## config.mk

```make
export PLATFORM = sky130hd
export DESIGN_NAME = intersection_phase_scheduler
export DESIGN_NICKNAME = d
export VERILOG_FILES = /design/src/rtl/intersection_phase_scheduler.sv
export SDC_FILE = /design/constraint.sdc
export NUM_CORES = 1
export LEC_CHECK = 0
export CAP_MARGIN = 40
export CORE_AREA = 5 5 53 55
export DETAILED_ROUTE_END_ITERATION = 8
export DIE_AREA = 0 0 58 60
export PLACE_DENSITY = 0.81
export SLEW_MARGIN = 30
export SYNTH_ARGS = -nofsm -noshare
export SYNTH_HDL_FRONTEND = slang
export SYNTH_SLANG_ARGS = --single-unit
export TNS_END_PERCENT = 10
```

## constraint.sdc

```tcl
create_clock -name clk -period 2.7 [get_ports clk]
set_input_delay 0.27 -clock clk [delete_from_list [all_inputs] [get_ports clk]]
set_output_delay 0.27 -clock clk [all_outputs]
set_load 0.1 [all_outputs]
```

## src/rtl/intersection_phase_scheduler.sv

```systemverilog
// Two-road intersection sequencer with an exclusive pedestrian walk phase,
// side-road demand, latched pedestrian requests and emergency preemption.
module intersection_phase_scheduler #(
  parameter int GREEN_TICKS  = 8,
  parameter int YELLOW_TICKS = 3,
  parameter int ALLRED_TICKS = 2,
  parameter int WALK_TICKS   = 6,
  parameter int CNT_W        = 8
) (
  input  logic       clk,
  input  logic       rst,
  input  logic       tick,
  input  logic       ped_req,
  input  logic       car_sense_ew,
  input  logic       emergency,
  output logic       ns_red,
  output logic       ns_yellow,
  output logic       ns_green,
  output logic       ew_red,
  output logic       ew_yellow,
  output logic       ew_green,
  output logic       walk,
  output logic       ped_wait,
  output logic [2:0] phase
);

  typedef enum logic [2:0] {
    NS_GREEN  = 3'd0,
    NS_YELLOW = 3'd1,
    ALL_RED_1 = 3'd2,
    EW_GREEN  = 3'd3,
    EW_YELLOW = 3'd4,
    ALL_RED_2 = 3'd5,
    PED_WALK  = 3'd6,
    UNUSED    = 3'd7
  } state_t;

  localparam logic [CNT_W-1:0] GREEN_LOAD  = CNT_W'(GREEN_TICKS - 1);
  localparam logic [CNT_W-1:0] YELLOW_LOAD = CNT_W'(YELLOW_TICKS - 1);
  localparam logic [CNT_W-1:0] ALLRED_LOAD = CNT_W'(ALLRED_TICKS - 1);
  localparam logic [CNT_W-1:0] WALK_LOAD   = CNT_W'(WALK_TICKS - 1);

  state_t           state, state_next;
  logic [CNT_W-1:0] timer;
  logic             ped_pending;
  logic             walk_from, walk_from_next;
  logic             expire;

  function automatic logic [CNT_W-1:0] load_value(input state_t s);
    case (s)
      NS_GREEN, EW_GREEN:   load_value = GREEN_LOAD;
      NS_YELLOW, EW_YELLOW: load_value = YELLOW_LOAD;
      PED_WALK:             load_value = WALK_LOAD;
      default:              load_value = ALLRED_LOAD;
    endcase
  endfunction

  assign expire = tick && (timer == '0);

  always_ff @(posedge clk or negedge rst) begin
    if (!rst) begin
      state     <= ALL_RED_2;
      walk_from <= 1'b0;
    end else begin
      state     <= state_next;
      walk_from <= walk_from_next;
    end
  end

  // Emergency is tested before expiry everywhere so no green is entered under it.
  always_comb begin
    state_next     = state;
    walk_from_next = walk_from;
    case (state)
      NS_GREEN: begin
        if (emergency || (expire && (car_sense_ew || ped_pending)))
          state_next = NS_YELLOW;
      end
      NS_YELLOW: if (expire) state_next = ALL_RED_1;
      ALL_RED_1: begin
        if (expire && !emergency) begin
          if (ped_pending) begin
            state_next     = PED_WALK;
            walk_from_next = 1'b0;
          end else begin
            state_next = EW_GREEN;
          end
        end
      end
      EW_GREEN: if (emergency || expire) state_next = EW_YELLOW;
      EW_YELLOW: if (expire) state_next = ALL_RED_2;
      ALL_RED_2: begin
        if (expire && !emergency) begin
          if (ped_pending) begin
            state_next     = PED_WALK;
            walk_from_next = 1'b1;
          end else begin
            state_next = NS_GREEN;
          end
        end
      end
      PED_WALK: begin
        if (emergency)
          state_next = walk_from ? ALL_RED_2 : ALL_RED_1;
        else if (expire)
          state_next = walk_from ? NS_GREEN : EW_GREEN;
      end
      default: state_next = ALL_RED_2;
    endcase
  end

  // Timer reloads on any state change and otherwise saturates at zero.
  always_ff @(posedge clk or negedge rst) begin
    if (!rst)
      timer <= ALLRED_LOAD;
    else if (state_next != state)
      timer <= load_value(state_next);
    else if (tick && (timer != '0))
      timer <= timer - CNT_W'(1);
  end

  // Entering the walk phase clears the request even if the button is held.
  always_ff @(posedge clk or negedge rst) begin
    if (!rst)
      ped_pending <= 1'b0;
    else if ((state_next == PED_WALK) && (state != PED_WALK))
      ped_pending <= 1'b0;
    else if (ped_req && (state != PED_WALK))
      ped_pending <= 1'b1;
  end

  always_comb begin
    ns_red    = 1'b1;
    ns_yellow = 1'b0;
    ns_green  = 1'b0;
    ew_red    = 1'b1;
    ew_yellow = 1'b0;
    ew_green  = 1'b0;
    walk      = 1'b0;
    case (state)
      NS_GREEN:  begin ns_red = 1'b0; ns_green  = 1'b1; end
      NS_YELLOW: begin ns_red = 1'b0; ns_yellow = 1'b1; end
      EW_GREEN:  begin ew_red = 1'b0; ew_green  = 1'b1; end
      EW_YELLOW: begin ew_red = 1'b0; ew_yellow = 1'b1; end
      PED_WALK:  walk = 1'b1;
      default:   ;
    endcase
  end

  assign ped_wait = ped_pending;
  assign phase    = state;

endmodule

```

; Word-level counts from Yosys, hierarchy flattened
; Index checks and enable logic that the tools add are counted.
[op_classes]
n_addsub = 1
n_eq_ne = 16
muxes = 30
n_reduce_logical = 22
[ops]
columns = op, count
row1 = $mux 3, 11
row2 = $pmux 3 s7, 1
row3 = $mux 8, 2
row4 = $eq 3x3->1 const B, 5
row5 = $mux 1, 13
row6 = $eq 3x2->1 const B, 3
row7 = $pmux 3 s3, 1
row8 = $logic_not 8->1, 1
row9 = $ne 2x2->1 const B, 4
row10 = $reduce_bool 8->1, 1
row11 = $reduce_or 2->1, 4
row12 = $sub 8x1->8 const B, 1
row13 = $eq 3x1->1 const B, 2
row14 = $logic_and 1x1->1, 6
row15 = $logic_not 3->1, 2
row16 = $reduce_bool 2->1, 3
row17 = $reduce_and 5->1, 1
row18 = $logic_or 1x1->1, 3
row19 = $ne 3x3->1, 1
row20 = $ne 3x3->1 const B, 1
row21 = $mux 2, 1
row22 = $pmux 1 s2, 1
row23 = $logic_not 1->1, 1
[totals]
register_bits = 13
input_bits = 6
out_inout_bits = 11
word_cells = 73

; Depth between registers and ports, before layout
; Gate-level depths: netlist of run 1.
[logic_depth]
depth_word = 10
ltp_mapped = 10
mapped_depth_nobuf = 9

; Least setup slack after synthesis of run 1
; Ideal clock, no wire load.
[synth_timing]
path_type = register to output
start = register state[2] (netlist: phase[2])
end = output ew_red
arrival_ns = 4.936
required_time_ns = 2.430
setup_slack_ns = -2.506
path_stages_with_launch = 4
path_buffers = 1
path_cell_list = dfstp_2 -> clkbuf_8 -> nor3b_1 -> nor2_1
[synth_between]
elab_chain_cells = 3
[synth_rtl]
columns = item, line_no
row1 = start: declaration, 43  ; state_t state, state_next;
row2 = start signal: assignment, 65  ; state <= state_next;
row3 = $eq 3x3->1 / $eq 3x2->1 (equally long branches), 140  ; case (state)
row4 = $reduce_or 2->1 (no line) *, n/a
row5 = $mux 1 *, 140
row6 = end: declaration, 19  ; output logic ew_red,
; Mark *: on every way between the ends. The rest lies on a longest branch, timed or not.

; Worst setup path in the final report of run 1
[layout_timing]
start = register timer[0]
end = register timer[2]
[layout_between]
elab_chain_cells = 10
[layout_rtl]
columns = item, line_no
row1 = start: declaration, 44  ; logic [CNT_W-1:0] timer;
row2 = start signal: assignment, 117  ; timer <= load_value(state_next);
row3 = start signal: assignment, 119  ; timer <= timer - CNT_W'(1);
row4 = $logic_not 8->1, 58  ; assign expire = tick && (timer == '0);
row5 = $logic_and 1x1->1, 58
row6 = $logic_and 1x1->1, 76  ; if (emergency || (expire && (car_sense_ew || ped_pending)))
row7 = $logic_or 1x1->1, 76
row8 = $mux 3, 76
row9 = $pmux 3 s7, 74  ; case (state)
row10 = "$eq 3x1->1, or another cell as far along", 50  ; case (s)
row11 = $reduce_or 2->1, 50
row12 = $pmux 3 s3, 50
row13 = $mux 8, 116  ; else if (state_next != state)
; Several ways; a longest one is shown, not always the timed one. The select of a mux whose other input is x is not followed.
; A chain may end at the register's enable or synchronous reset.

==> impl_metrics.py, run 1 <==
metrics = {
    "synthesis": {
        "synth_area_um2": 1180,
        "yosysSeqAreaShare_pct": 27.9,
        "synth_largest_type_area_fraction_pct": 21.2,
        "synth_flop_cell": "sky130_fd_sc_hd__dfrtp_1",
        "post_synth.cell_area_avg_um2": 8.80,
        "postSynthCellCount": 134,
        "yosys-top-cells-area": "sky130_fd_sc_hd__dfrtp_1 21%, sky130_fd_sc_hd__dfstp_2 6.7%, sky130_fd_sc_hd__nor2_1 6.1%",
        "synth.net_count": 142,
        "synth.most_common_cell": "sky130_fd_sc_hd__nor2_1",
        "post-synth-top-area-cell": "sky130_fd_sc_hd__dfrtp_1",
        "yosys_warnings": 0,
        "synth_async_sr_flop_share_pct": 100,
        "yosys_register_bits": 13,
        "post_synth_num_cell_types": 55,
        "synth_top_cells_by_count": "19 x sky130_fd_sc_hd__nor2_1, 11 x sky130_fd_sc_hd__nand2_1, 10 x sky130_fd_sc_hd__dfrtp_1",
        "synth_enable_flop_cells": 0,
    },
    "global_route": {
        "number_of_antenna_violations_at_the_first_check_in_global_routing": 0,
        "grt_pass1_wl_mm": 4.77,
        "vias_in_the_first_global_route": 1028,
        "globalRoute.totalOverflow": 0,
        "largest_net_degree_at_the_start_of_global_routing": 27,
        "track_usage_pct": 17.5,
    },
    "sta": {
        "maxSlewHeadroom_pct": 62.5,
        "setup_viol": 0,
        "final_cycle_utilization_of_the_critical_path_pct": 93.7,
        "skew_ps": 8.60,
        "final_hold_viol_count": 0,
        "timing.final.crit_period_ps": 2530,
        "max_slew.worst_pin.slew_ps": 560,
        "fmaxAchievable_mhz": 395,
        "timing_max_transition_violations_final": 0,
        "final_layout_setup_total_negative_slack_ps": 0,
    },
    "clocking": {
        "cts-root-to-sink-buffers": 2,
        "cts_buffer_count": 3,
        "ctsHtreeMaxLevel": 1,
        "clock_latency_ps": 260,
        "cts.sinks": 13,
        "clk_pin_slew_ps": 80,
        "cts_tree": "built",
        "cts_hold_repair.buffers": 0,
        "ctsRootBufferMaster": "sky130_fd_sc_hd__clkbuf_4",
    },
    "floorplanning": {
        "design.core.area_um2": 2340,
        "floorplan.initialDensity_pct": 50.3,
        "die_w_um": 58,
        "dieHeight_um": 60,
        "num_rows": 18,
        "top_level_ports": 17,
        "dieArea_um2": 3480,
    },
    "critical_path": {
        "timing_worst_setup_path_type": "flip-flop to flip-flop",
        "cp_data_arrival_time_ps": 2670,
        "cpMaxStageDelayCell": "sky130_fd_sc_hd__dfstp_2",
        "critical_path.startpoint_type": "flip-flop",
        "crit_family": "simple AND/OR/NAND/NOR gates",
        "path_buf_inv": 2,
        "endpoint_kind": "flip-flop",
        "timing.critical_path.slowest_cell_delay_ps": 550,
        "critical_path_peak_fanout": 6,
        "worstPathCellList": "inv_1 > ha_1 > nor4bb_2 > buf_4 > a21o_2 > a21oi_1 > nor3_2 > a21o_1 > nor4b_1 > nor3_1",
        "crit_required_ps": 2830,
    },
    "pwr": {
        "p_leak_uw": 0.000575,
        "power.density_nw_per_um2": 658,
        "vdd_drop_max_mv": 0.604,
    },
    "flow_run": {
        "drv.max_cap_violation_count": 0,
    },
    "routing": {
        "totalWireLength_mm": 2.67,
        "via_per_inst": 5.85,
        "route.vias.total": 1070,
        "drt.antenna.violating_nets": 0,
        "dr.first_iter.drc_count": 51,
        "routed_wl_per_cell_um": 14.6,
        "remaining_drc_errors": 0,
        "dr.pass1.iters": 4,
    },
    "outcome": {
        "outcome": "finished, final reports clean",
    },
    "finish": {
        "instances_no_fill": 183,
        "inserted_diodes": 0,
        "area_growth_pct": 20.1,
        "nets": 162,
        "layout-drive-gt1-share_pct": 29.4,
    },
    "worst_hold_path": {
        "hold_crit_path_type": "input port to async pin",
    },
    "placed_design": {
        "placed_cells": 179,
        "hpwlAfterDp_mm": 2.12,
        "io_buffer_count": 16,
        "place.gp.congestion": 0.817,
    },
}
registers in the layout (all words and copies together), names as in the netlist:
name	cells
timer	8
walk_from	1
phase	3
ped_wait	1
power by group:
part	switching, uW	internal [uW]
registers	101	262
logic	258	199
clock network	55.5	57.0
per-layer routing:
| layer | part of all wire (%) | GRT usage [%] | up-vias | routed length (um) |
|---|---|---|---|---|
| met5 | 0 | 0 | - | 0 |
| met4 | 2.1 | 7.62 | 0 | 55 |
| met3 | 3.1 | 2.81 | 6 | 84 |
| met2 | 52 | 31.0 | 24 | 1400 |
| met1 | 42 | 20.8 | 511 | 1130 |
| li1 | - | - | 529 | - |
layout make-up:
cell class	instances	area (um2)
Fill cell	210	927
Clock buffer	4	26.3
Timing Repair Buffer	22	190
Sequential cell	13	333
Tap cell	30	37.5
Inverter	6	22.5
Multi-Input combinational cell	108	806
final timing paths:
| check | start | cells after the start | to | slack (ps) |
|---|---|---|---|---|
| max | timer[0] | 10 | timer[2] | 170 |
| max in group asynchronous | rst | 1 | phase[0] | 1960 |
| min reg2reg | timer[1] | 2 | timer[1] | 600 |
| min | rst | 1 | timer[6] | 360 |
| max reg2reg | timer[0] | 10 | timer[2] | 170 |
| min in group clk | timer[1] | 2 | timer[1] | 600 |
placed cells by master, fill, tap and decap left out, types with 3 or more instances in the layout:
master	synthesis	layout
sky130_fd_sc_hd__xnor2_1	5	5
sky130_fd_sc_hd__dfrtp_1	10	10
sky130_fd_sc_hd__buf_4	1	16
sky130_fd_sc_hd__clkdlybuf4s50_1	0	5
sky130_fd_sc_hd__nor3b_1	5	4
sky130_fd_sc_hd__nor2_1	19	17
sky130_fd_sc_hd__nand2b_1	3	3
sky130_fd_sc_hd__nand2_1	11	11
sky130_fd_sc_hd__nand3_1	3	3
sky130_fd_sc_hd__clkbuf_4	0	3
sky130_fd_sc_hd__nor3_1	4	3
sky130_fd_sc_hd__a21oi_1	7	6
sky130_fd_sc_hd__inv_1	6	6
through the flow:
| step | setup WS [ps] | hold slack [ps] | area [um2] | total power, uW | utilization, % |
|---|---|---|---|---|---|
| 6_report | 170 | 363 | 1420 | 932 | 60.4 |
| 5_1_grt | -19.1 | 390 | 1420 | 1010 | 60.4 |
| 4_1_cts | 130 | 384 | 1400 | 916 | 59.6 |
| 3_5_place_dp | 36.4 | 580 | 1370 | 800 | 58.5 |
| 3_3_place_gp | 121 | 557 | 1370 | 786 | 58.5 |
| 2_1_floorplan | -140 | -25.6 | 1210 | 698 | - |
cell families (layout without fill, tap and decap cells):
family / after synthesis / after routing / synth area share (%)
AOI/OAI and AO/OA: 32 / 32 / 22.9
xor gates and xnor gates: 7 / 7 / 5.20
adders and majority gates: 2 / 2 / 2.12
DFF: 13 / 13 / 27.9
muxes: 1 / 1 / 0.849
and+or+nand+nor: 66 / 66 / 33.0
buffers and inverters: 13 / 32 / 7.96
repair_timing:
action,in CTS,in global routing
resized for setup,0,3
setup buffers,0,0
endpoints found under the setup margin,0,2
Note: power is estimated with default switching activity, not from simulation.
==> inputs of run 2 (changes only) <==
- CAP_MARGIN: 40 -> 25
==> results of run 2 <==
Final layout, timing and power as in run 1 (identical DEF).
